<file path="src/rtl/opsum_collector.sv">
// Psum row collector: buffers up to DEPTH psums from the PE, accumulates them over
// several channel passes, then drains the row through ReLU / shift / int8 saturation.
module opsum_collector #(
    parameter int DEPTH  = 16,
    parameter int PSUM_W = 24,
    parameter int OUT_W  = 8
) (
    input  logic                         clk,
    input  logic                         rst,
    input  logic                         cfg_start,
    input  logic [$clog2(DEPTH+1)-1:0]   cfg_len,
    input  logic [3:0]                   cfg_pass,
    input  logic [4:0]                   cfg_shift,
    input  logic                         cfg_relu,
    output logic                         cfg_err,
    input  logic                         opsum_enable,
    input  logic signed [PSUM_W-1:0]     opsum_noc,
    output logic                         opsum_ready,
    output logic                         ofmap_valid,
    output logic [OUT_W-1:0]             ofmap_data,
    input  logic                         ofmap_ready,
    output logic                         busy,
    output logic                         done
);

    localparam int LEN_W = $clog2(DEPTH + 1);
    localparam int IDX_W = (DEPTH > 1) ? $clog2(DEPTH) : 1;
    localparam logic signed [PSUM_W-1:0] Q_MAX = PSUM_W'((1 << (OUT_W - 1)) - 1);
    localparam logic signed [PSUM_W-1:0] Q_MIN = ~Q_MAX;

    typedef enum logic [1:0] {
        S_IDLE,
        S_ACC,
        S_DRAIN
    } state_e;

    state_e                   state_q;
    logic [LEN_W-1:0]         len_q;
    logic [3:0]               pass_q;
    logic [4:0]               shift_q;
    logic                     relu_q;
    logic [IDX_W-1:0]         idx_q;
    logic [3:0]               pass_cnt_q;
    logic                     cfg_err_q;
    logic                     done_q;
    logic signed [PSUM_W-1:0] buf_q [DEPTH];

    logic                     cfg_ok;
    logic                     idx_last;
    logic                     pass_last;
    logic                     acc_fire;
    logic                     drain_fire;
    logic signed [PSUM_W-1:0] buf_d;
    logic signed [PSUM_W-1:0] rd_val;
    logic signed [PSUM_W-1:0] relu_val;
    logic signed [PSUM_W-1:0] shifted;
    logic [OUT_W-1:0]         quant;

    assign cfg_ok     = (cfg_len != '0) && (cfg_len <= LEN_W'(DEPTH)) && (cfg_pass != '0);
    assign idx_last   = (LEN_W'(idx_q) == len_q - LEN_W'(1));
    assign pass_last  = (pass_cnt_q == pass_q - 4'd1);
    assign acc_fire   = (state_q == S_ACC) && opsum_enable;
    assign drain_fire = (state_q == S_DRAIN) && ofmap_ready;

    // First pass overwrites, so stale contents from a previous row never leak in.
    assign buf_d = (pass_cnt_q == '0) ? opsum_noc : buf_q[idx_q] + opsum_noc;

    // NOTE: every variable gets a value on every path through always_comb, otherwise a latch is inferred.
    always_comb begin
        rd_val   = buf_q[idx_q];
        relu_val = (relu_q && rd_val[PSUM_W-1]) ? '0 : rd_val;
        shifted  = relu_val >>> shift_q;
        quant    = shifted[OUT_W-1:0];
        if (shifted > Q_MAX) begin
            quant = Q_MAX[OUT_W-1:0];
        end else if (shifted < Q_MIN) begin
            quant = Q_MIN[OUT_W-1:0];
        end
    end

    // NOTE: the buffer has no reset on purpose; it is a plain RAM and pass 0 rewrites every used entry.
    always_ff @(posedge clk) begin
        if (acc_fire) begin
            buf_q[idx_q] <= buf_d;
        end
    end

    // NOTE: state registers use non-blocking assignments so every flop samples pre-edge values.
    always_ff @(posedge clk or negedge rst) begin
        if (!rst) begin
            state_q    <= S_IDLE;
            len_q      <= '0;
            pass_q     <= '0;
            shift_q    <= '0;
            relu_q     <= 1'b0;
            idx_q      <= '0;
            pass_cnt_q <= '0;
            cfg_err_q  <= 1'b0;
            done_q     <= 1'b0;
        end else begin
            cfg_err_q <= 1'b0;
            done_q    <= 1'b0;
            case (state_q)
                S_IDLE: begin
                    if (cfg_start) begin
                        if (cfg_ok) begin
                            len_q      <= cfg_len;
                            pass_q     <= cfg_pass;
                            shift_q    <= cfg_shift;
                            relu_q     <= cfg_relu;
                            idx_q      <= '0;
                            pass_cnt_q <= '0;
                            state_q    <= S_ACC;
                        end else begin
                            cfg_err_q <= 1'b1;
                        end
                    end
                end
                S_ACC: begin
                    if (acc_fire) begin
                        if (idx_last) begin
                            idx_q <= '0;
                            if (pass_last) begin
                                pass_cnt_q <= '0;
                                state_q    <= S_DRAIN;
                            end else begin
                                pass_cnt_q <= pass_cnt_q + 4'd1;
                            end
                        end else begin
                            idx_q <= idx_q + IDX_W'(1);
                        end
                    end
                end
                S_DRAIN: begin
                    if (drain_fire) begin
                        if (idx_last) begin
                            idx_q   <= '0;
                            state_q <= S_IDLE;
                            done_q  <= 1'b1;
                        end else begin
                            idx_q <= idx_q + IDX_W'(1);
                        end
                    end
                end
                default: state_q <= S_IDLE;
            endcase
        end
    end

    assign opsum_ready = (state_q == S_ACC);
    assign ofmap_valid = (state_q == S_DRAIN);
    assign ofmap_data  = (state_q == S_DRAIN) ? quant : '0;
    assign busy        = (state_q != S_IDLE);
    assign done        = done_q;
    assign cfg_err     = cfg_err_q;

endmodule

</file>
<file path="config.mk">
export PLATFORM = sky130hd
export DESIGN_NAME = opsum_collector
export DESIGN_NICKNAME = d
export VERILOG_FILES = /design/src/rtl/opsum_collector.sv
export SDC_FILE = /design/constraint.sdc
export NUM_CORES = 1
export LEC_CHECK = 0
export BUFFER_PORTS_ARGS = -buffer_cell sky130_fd_sc_hd__clkbuf_2
export CAP_MARGIN = 20
export CORE_ASPECT_RATIO = 1.5
export CORE_MARGIN = 3
export CORE_UTILIZATION = 45
export CTS_CLUSTER_DIAMETER = 60
export DETAILED_ROUTE_END_ITERATION = 8
export GPL_TIMING_DRIVEN = 0
export PLACE_DENSITY = 0.69
export SETUP_SLACK_MARGIN = 0.05
export SLEW_MARGIN = 30
export SYNTH_ARGS = -nofsm -noshare
export SYNTH_HDL_FRONTEND = slang
export SYNTH_SLANG_ARGS = --single-unit
</file>
<file path="constraint.sdc">
create_clock -name clk -period 10.8 [get_ports clk]
set_input_delay 2.16 -clock clk [delete_from_list [all_inputs] [get_ports clk]]
set_output_delay 2.16 -clock clk [all_outputs]
set_load 0.02 [all_outputs]
</file>
## After elaboration in Yosys (flattened, before gate mapping)

Memory sizes are Yosys's and may differ from the RTL's.
Index checks and enable logic that the tools add are counted.

| storage, ports and cells | value |
|---|---|
| memories kept | 1 |
| input port bits | 44 |
| bits in writable memories | 384 |
| flip-flop bits (word level) | 27 |
| output and inout bits | 13 |

Memories:

| memory | words | bits a word | rd ports | clocked after memory_dff | write ports | RTL line | RTL |
|---|---|---|---|---|---|---|---|
| buf_q | 16 | 24 | 1 | 0 | 1 | 46 | `logic signed [PSUM_W-1:0] buf_q [DEPTH];` |

| cells by class | value |
|---|---|
| shift-type cells | 1 |
| $add $sub $neg | 5 |
| magnitude comparators | 3 |
| muxes and demuxes | 31 |
| equal/unequal tests | 11 |
| reduce and logical (&&, ||, !) cells | 16 |

Operators with widths:

| kind | number |
|---|---|
| $mux W24 | 2 |
| $mux W4 | 8 |
| $add A24 B24 Y24 | 1 |
| $gt A24 B8 Y1 const B | 1 |
| $lt A24 B8 Y1 const B | 1 |
| $mux W8 | 3 |
| $sshr A24 B5 Y24 | 1 |
| $mux W2 | 7 |
| $pmux W4 S3 | 1 |
| $ne A2 B1 Y1 const B | 5 |
| $reduce_and A5 Y1 | 2 |
| $add A4 B1 Y4 const B | 2 |
| $mux W1 | 8 |
| $pmux W4 S2 | 1 |
| $reduce_and A7 Y1 | 1 |
| $pmux W2 S3 | 1 |
| $eq A4 B5 Y1 | 1 |
| $le A5 B5 Y1 const B | 1 |
| $logic_and A1 B1 Y1 | 5 |
| $reduce_bool A5 Y1 | 1 |
| $sub A5 B1 Y5 const B | 1 |
| $eq A4 B4 Y1 | 1 |
| $logic_not A4 Y1 | 1 |
| $ne A2 B2 Y1 const B | 2 |
| 8 further kinds | 9 |

## Logic depth before layout (Yosys ltp)

An unclocked memory read counts as a cell.

| depth | value |
|---|---|
| depth after elaboration | 8 |
| mapped depth | 22 |
| depth with buffers taken out | 18 |

## Worst setup path after synthesis

No wires, ideal clock.

| timing | value |
|---|---|
| kind | in2reg |
| from | input opsum_noc[0] |
| to | memory buf_q[0][22] (data pin) |
| arrival | 5.045 ns |
| buffers on the path | 0 |
| slack | 5.425 ns |
| stages on the path | 14 |
| cells stage by stage | ha_1 > inv_1 > fa_1 > nor2b_1 > o31a_1 > o211ai_1 > a21oi_1 > o31ai_1 > o211ai_1 > a31o_2 > a21oi_1 > o21ai_0 > xnor2_1 > o21ai_0 |

| on the way | value |
|---|---|
| longest elaborated chain between the ends | 2 |

Ends and longest elaborated chain:

| item | RTL line | RTL |
|---|---|---|
| start, declared | 17 | `input logic signed [PSUM_W-1:0] opsum_noc,` |
| $add A24 B24 Y24 | 66 | `assign buf_d = (pass_cnt_q == '0) ? opsum_noc : buf_q[idx_q] + opsum_noc;` |
| $mux W24 | 66 |  |
| via buf_d[22] | 53 | `logic signed [PSUM_W-1:0] buf_d;` |
| end, declared | 46 |  |

The timed path passes the listed nets, and every way through them passes these cells.

## Worst setup path after layout

| timing | value |
|---|---|
| from | register idx_q[3] |
| to | memory buf_q[3][23] (data pin) |

| on the way | value |
|---|---|
| longest elaborated chain between the ends | 3 |

Ends and longest elaborated chain:

| item | RTL line | RTL |
|---|---|---|
| start, declared | 42 | `logic [IDX_W-1:0] idx_q;` |
| start signal, assigned | 130 | `idx_q <= idx_q + IDX_W'(1);` |
| start signal, assigned | 141 | `idx_q <= idx_q + IDX_W'(1);` |
| $mem_v2 Z16 W24 | -- |  |
| $add A24 B24 Y24 | 66 |  |
| $mux W24 | 66 |  |
| via buf_d[23] | 53 |  |

The timed path passes the listed nets, and every way through them passes these cells.

==> metrics.txt <==
outcome=finished clean; synth warn=0; Setup CP Type=reg -> reg; Die Ht=267 um; FP Rows=95; PortBufs=56; worst-path cell chain=buf_6, buf_6, inv_1, clkbuf_1, clkbuf_1, clkbuf_1, nand2_1, a31oi_1, ha_1, a21oi_1, nor2b_1, a22o_1, a311oi_1, nor2_1, a2111oi_1, o21ai_0, a31oi_1, xnor2_1, nor2_1, xor2_2; remaining global-route overflow=0; post_cts resized=0; adder-cell area share of the yosys netlist=0.0224; hold path endpoint=pass_q[3]$_DFFE_PN0P_; Total Wirelength=66,100 um; Tot GR Track Use=0.269; startpoint types=register; Rel. slew slack=0.261; hold wc startpoint=pass_q[3]$_DFFE_PN0P_; Post-Syn Nets=1,599; post-synthesis cell type count=88; classification of the worst-slack hold path=reg -> reg; Synth Area in XOR/XNOR=0.0137; Initial Utilization=0.456; CTS Hold Bufs=0; post-CTS setup buffer count=0; reg2reg start=idx_q[3]$_DFFE_PN0P_; mapped cell area=20,400 um2; core box area=44,800 um2; Post-synth EDFFs=384; reg-to-reg critical path endpoint=buf_q[3][23]$_DFFE_PP_; clock latency at the later pin of the worst-skew pair=0.56 ns; fmax=125 MHz; Largest stage delay, worst path=0.93 ns; Leak=8.21 nW; fin crit share=0.744; CP max-delay cell=a2111oi_1; simple-gate portion of the synthesized area=0.0778; Vias per Instance=6.48; Area Growth Syn to Fin=14.7%; reg-to-reg slack, setup=2.77 ns; Critical path buffers and inverters=6; ANT nets after route=0; ys async rst share=0.0657; Critical Path Fanout Max=16; P per Cell Area=353 nW/um2; DR vias=14.6k; CP Launch Point=idx_q[3]$_DFFE_PN0P_; delay-heaviest family, CP=compound AO/OA/AOI/OAI gates; vias in the first global route=14.2k; Seq/Total Area, Yosys=0.597; post-route setup slack=2.77 ns; most used cell, CP=clkbuf_1; die area=48,100 um2; largest net degree at the start of global routing=28; Clk pwr share=0.168; share of layout cells above drive strength 1=0.197; Setup crit end kind=register; post-synthesis mux area share=0.136; CTS tree=yes; IR drop worst, VDD=0.000175 V; final net count=1,730; max-slew violations=0; DRC violations left=0; 1st-iter DRT viols=1,584; Seq pwr share=0.294; H-tree Lvls=2; Clk pin slew, worst setup/hold paths=0.07 ns; # setup viols final=0; DRT Pass-1 Iters=6; Fin Setup TNS=0 ns; largest family of logic cells by synthesized area=multiplexers; CTS root buf=clkbuf_16; ys flop type=edfxtp_1; clk buf depth=3; max_cap viols=0; DP HPWL=48,300 um; wire per inst=29.3 um; total CTS buffers=39; Crit path required time=11.07 ns; pre-CTS WS=2.68 ns; Die X-Extent=180 um; Syn Inst Count=1,519; flops & latches, synth=411; clk_skew=0.0252 ns; initial antenna violation count=0; n_diodes=0; worst r2r path cells=20; Avg Cell Area, Syn=13.5 um2; first-pass GRT wire length=95,900 um; RSZ-0062 raised after global routing=no; final hold vios=0; CTS sink count=411; Worst Path Arrival=8.30 ns; Int Pwr=4.60 mW; RePlAce Congestion=0.998; io pins=57; net switching power=3.69 mW; Switching Share=0.445; Gate power share=0.538; Worst Max-Slew Pin Slew=1.11 ns; Filler Cells Inserted=3,651; Worst Hold Path Cells=1; Tmin final=8.03 ns; Synth Area in Compound Gates=0.119
-- registers in the layout, summed over array words and instances (netlist names) --
signal      flops
buf_q         384
len_q           5
shift_q         5
idx_q           4
pass_cnt_q      4
pass_q          4
state_q         2
cfg_err         1
done            1
relu_q          1
-- cell usage in the layout, fill, tap and decap left out, types with 40 or more instances in the layout --
cell type  instances
edfxtp_1         384
clkbuf_1          47
o21ai_0           56
a21oi_1           53
nor2_1            88
clkbuf_16         40
mux2i_1          136
mux4_2            50
clkbuf_2          57
nand2_1          141
o22ai_1           63
-- kinds of logic after synthesis --
kind of cell    after synthesis
compound gates              356
xor+xnor                     32
fa+ha+maj                    36
buf+inv                     119
flops                       411
mux                         210
simple gates                355
-- final cells by class --
cell class / instances / area, um2 / share of cell area
clock buffer: 47 / 1030 / 0.0438
buffer: 86 / 587 / 0.0250
inverter: 33 / 124 / 0.00528
multi-input combinational: 989 / 7710 / 0.329
clock inverter: 21 / 255 / 0.0109
tap: 582 / 728 / 0.0311
timing repair buffer: 90 / 807 / 0.0344
sequential: 411 / 12200 / 0.521
-- metal layers --
| metal | global-route usage | routed length (um) |
|---|---|---|
| met5 | 0 | 0 |
| met3 | 0.0463 | 5340 |
| met1 | 0.320 | 23800 |
| met2 | 0.464 | 32300 |
| met4 | 0.154 | 4680 |
-- worst reg2reg max path, delay by kind of cell, from the launching register on --
family / cells / cell delay (ns)
compound gates: 7 / 2.87
xor+xnor: 2 / 0.69
fa+ha+maj: 1 / 0.35
buf+inv: 6 / 2.82
flops: 1 / 0.41
simple gates: 4 / 0.60
-- per-stage QoR --
step / instance area, um2 / total power, mW / utilization / hold WS, ns / instances
3_5_place_dp: 22100 / 6.80 / 0.494 / 0.506 / 2190
4_1_cts: 23400 / 8.17 / 0.522 / 0.533 / 2258
5_1_grt: 23400 / 8.64 / 0.523 / 0.552 / 2259
2_1_floorplan: 20400 / 5.27 / - / 0.474 / 1519
6_report: 23400 / 8.29 / 0.523 / 0.536 / 2259
3_3_place_gp: 21500 / 6.62 / 0.479 / 0.496 / 2157
-- worst max-delay path by stage --
stage | endpoint | slack (ns) | cells after the start
after floorplan | buf_q[0][22]$_DFFE_PP_ | 5.43 | 14
after global placement | buf_q[2][23]$_DFFE_PP_ | 2.51 | 20
after detailed placement | buf_q[10][23]$_DFFE_PP_ | 2.68 | 20
after CTS | buf_q[15][23]$_DFFE_PP_ | 2.63 | 20
after global routing | buf_q[15][23]$_DFFE_PP_ | 2.61 | 20
final | buf_q[3][23]$_DFFE_PP_ | 2.77 | 20
-- synth_stat cells (5+ instances only) --
cell	number	area, um2
a211oi_1	7	52.6
a221oi_1	11	96.3
nand4_1	6	37.5
ha_1	35	438
o211ai_1	14	105
xnor2_1	17	149
nand3_1	38	190
nor2_1	103	387
nor3_1	19	95.1
nor4_1	5	31.3
o221ai_1	5	43.8
buf_6	13	146
o21ai_0	77	385
nor2b_1	7	43.8
o31ai_1	7	52.6
buf_12	6	120
edfxtp_1	384	11500
buf_2	16	80.1
dfrtp_1	27	676
mux2_2	23	259
mux2i_1	136	1360
mux4_2	50	1130
a31oi_1	21	131
clkbuf_1	40	150
a21boi_2	7	78.8
a21oi_1	53	265
xor2_1	15	131
a22oi_1	30	225
buf_4	7	52.6
o22ai_1	63	394
and3_1	6	37.5
nand2_1	141	529
inv_1	31	116
-- power groups by stage --
stage	clock [mW]	combinational, mW	sequential, mW
after floorplan	0	2.81	2.46
after global placement	0	4.12	2.50
after detailed placement	0	4.32	2.47
after CTS	1.39	4.34	2.44
after global routing	1.46	4.73	2.45
final	1.39	4.46	2.44
(Power assumes the default switching activity.)
